## src/rtl/mant_mul_seq.sv

```systemverilog
// rtl/mant_mul_seq.sv - iterative shift-and-add significand multiplier built around a 32-bit CLA
// One conditional add per clock; WIDTH RUN cycles per product, valid/ready on both sides.

module cla32 (
   input  logic [31:0] a,
   input  logic [31:0] b,
   input  logic        ini_c,
   output logic [31:0] sum,
   output logic        carry
);
   logic [31:0] g;
   logic [31:0] p;
   logic [32:0] c;

   // 4-bit lookahead groups, group carries rippled between groups
   always_comb begin
      g    = a & b;
      p    = a ^ b;
      c    = '0;
      c[0] = ini_c;
      for (int k = 0; k < 8; k++) begin
         c[4*k+1] = g[4*k] | (p[4*k] & c[4*k]);
         c[4*k+2] = g[4*k+1] | (p[4*k+1] & g[4*k])
                  | (p[4*k+1] & p[4*k] & c[4*k]);
         c[4*k+3] = g[4*k+2] | (p[4*k+2] & g[4*k+1])
                  | (p[4*k+2] & p[4*k+1] & g[4*k])
                  | (p[4*k+2] & p[4*k+1] & p[4*k] & c[4*k]);
         c[4*k+4] = g[4*k+3] | (p[4*k+3] & g[4*k+2])
                  | (p[4*k+3] & p[4*k+2] & g[4*k+1])
                  | (p[4*k+3] & p[4*k+2] & p[4*k+1] & g[4*k])
                  | (p[4*k+3] & p[4*k+2] & p[4*k+1] & p[4*k] & c[4*k]);
      end
      sum   = p ^ c[31:0];
      carry = c[32];
   end
endmodule

module mant_mul_seq #(
   parameter int WIDTH = 24
) (
   input  logic               clk,
   input  logic               rst_n,
   input  logic               flush,
   input  logic               in_valid,
   output logic               in_ready,
   input  logic [WIDTH-1:0]   in_a,
   input  logic [WIDTH-1:0]   in_b,
   output logic               out_valid,
   input  logic               out_ready,
   output logic [2*WIDTH-1:0] out_prod,
   output logic               busy
);
   typedef enum logic [1:0] {IDLE, RUN, DONE} state_t;

   localparam logic [4:0] LAST = 5'(WIDTH - 1);

   state_t               state_q, state_d;
   logic [WIDTH-1:0]     mcand_q, mcand_d;
   logic [WIDTH:0]       acc_q, acc_d;
   logic [WIDTH-1:0]     mplr_q, mplr_d;
   logic [4:0]           cnt_q, cnt_d;
   logic [2*WIDTH-1:0]   prod_q, prod_d;

   logic [31:0]          cla_a, cla_b, cla_sum;
   logic                 cla_carry;
   logic [32:0]          sum_ext;
   logic                 unused_cla;

   // operands are zero-padded, so sum bit WIDTH is the carry of the WIDTH-bit add
   assign cla_a = {{(32-WIDTH){1'b0}}, acc_q[WIDTH-1:0]};
   assign cla_b = mplr_q[0] ? {{(32-WIDTH){1'b0}}, mcand_q} : 32'd0;

   cla32 u_cla (
      .a     (cla_a),
      .b     (cla_b),
      .ini_c (1'b0),
      .sum   (cla_sum),
      .carry (cla_carry)
   );

   assign sum_ext    = {cla_carry, cla_sum};
   assign unused_cla = ^{sum_ext[32:WIDTH+1], acc_q[WIDTH]};

   always_comb begin
      state_d = state_q;
      mcand_d = mcand_q;
      acc_d   = acc_q;
      mplr_d  = mplr_q;
      cnt_d   = cnt_q;
      prod_d  = prod_q;
      case (state_q)
         IDLE: begin
            if (in_valid) begin
               mcand_d = in_a;
               mplr_d  = in_b;
               acc_d   = '0;
               cnt_d   = '0;
               state_d = RUN;
            end
         end
         RUN: begin
            acc_d  = {1'b0, sum_ext[WIDTH:1]};
            mplr_d = {sum_ext[0], mplr_q[WIDTH-1:1]};
            cnt_d  = cnt_q + 5'd1;
            if (cnt_q == LAST) begin
               state_d = DONE;
               prod_d  = {sum_ext[WIDTH:0], mplr_q[WIDTH-1:1]};
            end
         end
         DONE: begin
            if (out_ready) state_d = IDLE;
         end
         default: state_d = IDLE;
      endcase
      // abort wins over any handshake; the last product register is left untouched
      if (flush) begin
         state_d = IDLE;
         cnt_d   = '0;
         prod_d  = prod_q;
      end
   end

   always_ff @(posedge clk or negedge rst_n) begin
      if (!rst_n) begin
         state_q <= IDLE;
         mcand_q <= '0;
         acc_q   <= '0;
         mplr_q  <= '0;
         cnt_q   <= '0;
         prod_q  <= '0;
      end else begin
         state_q <= state_d;
         mcand_q <= mcand_d;
         acc_q   <= acc_d;
         mplr_q  <= mplr_d;
         cnt_q   <= cnt_d;
         prod_q  <= prod_d;
      end
   end

   assign in_ready  = (state_q == IDLE);
   assign out_valid = (state_q == DONE);
   assign busy      = (state_q != IDLE);
   assign out_prod  = prod_q;
endmodule
```

## config.mk

```make
export PLATFORM = sky130hd
export DESIGN_NAME = mant_mul_seq
export DESIGN_NICKNAME = d
export VERILOG_FILES = /design/src/rtl/mant_mul_seq.sv
export SDC_FILE = /design/constraint.sdc
export NUM_CORES = 1
export LEC_CHECK = 0
export CAP_MARGIN = 30
export CORE_MARGIN = 3
export CORE_UTILIZATION = 23
export CTS_CLUSTER_DIAMETER = 60
export DETAILED_ROUTE_END_ITERATION = 12
export GPL_TIMING_DRIVEN = 0
export SYNTH_ARGS = -nofsm -noshare
export SYNTH_HDL_FRONTEND = slang
export SYNTH_SLANG_ARGS = --single-unit
```

## constraint.sdc

```tcl
create_clock -name clk -period 6.85 [get_ports clk]
set_input_delay 1.37 -clock clk [delete_from_list [all_inputs] [get_ports clk]]
set_output_delay 1.37 -clock clk [all_outputs]
set_load 0.05 [all_outputs]
```

==> results.md <==
Global routing:
- For this run the aggregate overflow at the end of global routing stands at 0.
- The first global-routing pass estimated 28470 um of wire.
- The initial antenna violation count came to 0.
- The via count of the first global-routing pass came to 5109.
- The overall global routing resource usage is 0.1269.
- The pin count of the biggest net entering global routing is 85.

STA:
- The count of pins over their slew limit is 0.
- The minimum clock period is 3.748 ns.
- The fmax is 0.2668 GHz.
- Dividing the final minimum period by the clock period gives 0.5472.
- The count of endpoints failing hold in the final timing report came to 0.
- The total setup violations reported at the end of the flow is 0.
- Setup repair after global routing left no endpoint under its margin.
- In the post-route analysis, the smallest setup slack over all paths is 3.102 ns.
- The post-route clock skew is 0.01032 ns.
- The pin slew with the least headroom to its limit is 0.6727 ns.
- For the final routed database, the setup TNS stands at 0 ns.
- The worst-case headroom to the max-slew limit is 0.5515.

Critical path:
- Broken down by cell family, the worst path's largest delay share belongs to compound AO/OA/AOI/OAI gates.
- The data required time of the worst path is 7.13 ns.
- The slowest stage of the critical path belongs to the cell clkbuf_1.
- The arrival time at the worst endpoint is 4.03 ns.
- The largest fanout on the critical path is 10.
- The critical path contains buffers and inverters numbering 2 combined.
- The critical path runs through a total of 13 cells.
- On the worst path, the slowest cell contributes a delay of 0.50 ns.
- The worst setup path category is flop to flop.
- The startpoint type of the worst setup path is a flop.
- The number of cells traversed by the worst register-to-register path is 13.
- The endpoint kind of the worst setup timing path is a flop.
- Walking the worst path, the cells encountered are clkbuf_1 > nand2_1 > inv_1 > ha_1 > a21oi_2 > o22ai_2 > a32oi_2 > a31oi_1 > o21a_1 > or2_2 > fa_1 > xnor2_1 > o21ai_0.

Clock tree:
- In this run the post-CTS setup repair buffer count came out at 0.
- Clock tree synthesis inserted a total of 17 buffers.
- The clock edge transition at the registers on the reported setup and hold paths is 0.06 ns.
- The CTS tree is built.
- The cell sitting at the root of the clock tree is a clkbuf_16.
- The number of sinks handled by clock tree synthesis is 127.
- Once the clock tree was built, the resizer swapped 0 gates to a different size.
- CTS built an H-tree with a depth of 4.
- Hold repair after CTS inserted 0 buffers.
- The maximum clock path buffer count is 2.
- At the later pin of the worst-skew pair, clock insertion delay measures 0.42 ns.

Synthesis:
- The post-synth net total is 779.
- The cell type contributing the most total cell area after synthesis is dfrtp_1.
- In the synthesized netlist the async set-or-reset flop fraction comes to 1.000.
- The most used standard cell by instance count after synthesis is nand2_1.
- By area the synthesized netlist is led by dfrtp_1, nand2_1, ha_1, o21ai_0, a31oi_1.
- The netlist area before placement is 6180 um2.
- The fraction of post-synthesis cell area in the top cell type by area is 0.5143.
- The total of flip-flops plus latches after synthesis is 127.
- Counting instances in the post-synthesis netlist gives the leading cell types as nand2_1, dfrtp_1, o21ai_0.
- The primary flip-flop cell chosen by synthesis mapping is dfrtp_1.
- The count of flip-flops with a built-in enable after synthesis is 0.
- The post-synthesis cell count is 695.
- The synthesized netlist contains 45 unique library cells.
- The fraction of the yosys area taken by sequential cells is 0.5143.
- The mean cell area of the mapped netlist is 8.892 um2.
- The total of warnings raised by yosys is 0.

Die:
- The standard cell core area is 26210 um2.
- 104 I/O pins were placed.
- The floorplan die height is 169.9 um.
- The die covers 28870 um2.
- For this configuration, the core starts out at a cell density of 0.2358.
- The number of standard-cell rows in the floorplan is 59.
- The chip width is 169.9 um.

Power:
- The combinational cell fraction of total power is 0.242.
- Across the VDD grid, the largest voltage drop is 0.0001469 V.
- The share of total power dissipated in sequential elements is 0.379.
- The total design power is 0.002470 W.
- The total net switching power is 0.0007949 W.
- The share of total power dissipated in the clock network is 0.379.
- Of the total power, the share spent switching nets is 0.3218.
- The internal portion of the total power is 0.001675 W.
- The leakage power is 3.825 nW.
- The power density over cell area is 298.9 nW/um2.

Drt:
- The detailed router finished its first iteration with 438 violations.
- Summed over all layers, the routed wires come to 18050 um.
- The overall via count from detail_route is 5234.
- The average wire per cell in the routed design is 15.49 um.
- The count of nets left with antenna violations once routing finished came out at 0.
- The pre-antenna-repair detailed-routing pass consisted of 5 iterations.
- The vias per cell is 4.493.
- The DRC violations left is 0.

Finish:
- The proportion of layout cells with a drive suffix above 1 is 0.06627.
- The layout-stage area growth over the synthesis result is 33.71%.
- For this run, the share of the core covered by cells in the final layout is 0.3153.
- The register area is 3178 um2.
- The layout filler cell count is 2738.
- Summing all non-filler instances in the final layout gives an area of 8263 um2.
- The number of antenna repair diodes is 0.
- The final layout net count is 901.
- The multi-input combinational cells in the finished layout cover a total of 2780 um2.

Hold path:
- The worst hold path passes through 2 cells.
- The min-delay analysis places its worst path in the category flop to flop.

Place:
- Routability-driven placement finished with a final weighted congestion of 0.8153.
- The worst setup timing slack at the placement stage is 3.170 ns.
- The number of buffers inserted by port buffering is 102.
- The placed standard-cell area is 7649 um2.
- Once detailed placement completed, the half-perimeter wirelength came to 12970 um.

Run:
- Across the run, the number of max-cap violations was 0.

Outcome:
- The flow ran to the end, and the final reports show no timing, DRC or antenna violations.
power by group through the flow:
| stage | registers (W) | clock network [W] | logic (W) |
|---|---|---|---|
| final | 0.000935 | 0.000937 | 0.000598 |
| after global routing | 0.000949 | 0.000997 | 0.000676 |
| after detailed placement | 0.000947 | 0 | 0.000596 |
| after CTS | 0.000935 | 0.000958 | 0.000603 |
| after global placement | 0.000945 | 0 | 0.000583 |
| after floorplan | 0.000949 | 0 | 0.000394 |
final cells by class:
cell class                 instances  area share
inverter                          14    0.006360
multi-input combinational        513      0.3365
clock buffer                      17     0.05148
sequential                       127      0.3846
clock inverter                    15     0.02286
timing repair buffer             103      0.1270
buffer                            41     0.02044
tap                              335     0.05073
routing by layer:
metal | global-route usage | vias to the layer above | wire (um)
met5 | 0 | - | 0
met4 | 0.02328 | 0 | 127
met3 | 0.03438 | 11 | 1035
met2 | 0.1935 | 136 | 8073
met1 | 0.1829 | 2526 | 8810
li1 | - | 2561 | -
state kept, by name, summed over array words and instances, names as in the netlist:
name,count
out_prod,48
acc_q,24
mcand_q,24
mplr_q,24
cnt_q,5
state_q,2
path summary, 6_finish.rpt:
check                           startpoint      endpoint  slack (ns)
worst max-delay path             mplr_q[0]     acc_q[20]        3.10
worst min-delay path            mcand_q[9]    mcand_q[9]        0.47
worst max register to register   mplr_q[0]     acc_q[20]        3.10
worst min register to register  mcand_q[9]    mcand_q[9]        0.47
max in group asynchronous            rst_n  out_prod[36]        5.19
min in group asynchronous            rst_n    mplr_q[16]        0.88
stage by stage:
step           std cells  hold slack [ns]
2_1_floorplan        695           0.4374
3_3_place_gp        1132           0.4532
3_5_place_dp        1133           0.4560
4_1_cts             1165           0.4694
5_1_grt             1165           0.4943
6_report            1165           0.4666
cells by family (layout without fill, tap and decap cells):
group	Yosys count	count (layout)	share of synthesized area
AOI/OAI and AO/OA	115	115	0.1180
xor gates and xnor gates	13	13	0.01842
adders and majority gates	31	31	0.07006
buffers and inverters	55	190	0.03584
DFF	127	127	0.5143
muxes	1	1	0.001620
and+or+nand+nor	353	353	0.2417
placed cells by master (no fill, tap or decap), types with 6 or more instances in the layout:
master,instances
nor3_1,10
fa_1,6
ha_1,25
nor2_1,38
clkdlybuf4s50_1,101
a21oi_1,16
nand2_1,235
buf_2,6
xor2_1,8
dfrtp_1,127
and2_1,22
inv_1,14
clkbuf_1,32
o31ai_1,6
nand3_1,26
o21ai_0,39
clkbuf_16,17
a31oi_1,26
tightest hold or removal path, cell delays in order, from the launching register on:
cell	delay [ns]
dfrtp_1	0.33
nand2_1	0.05
nand2_1	0.05
Note: power is estimated with default switching activity, not from simulation.
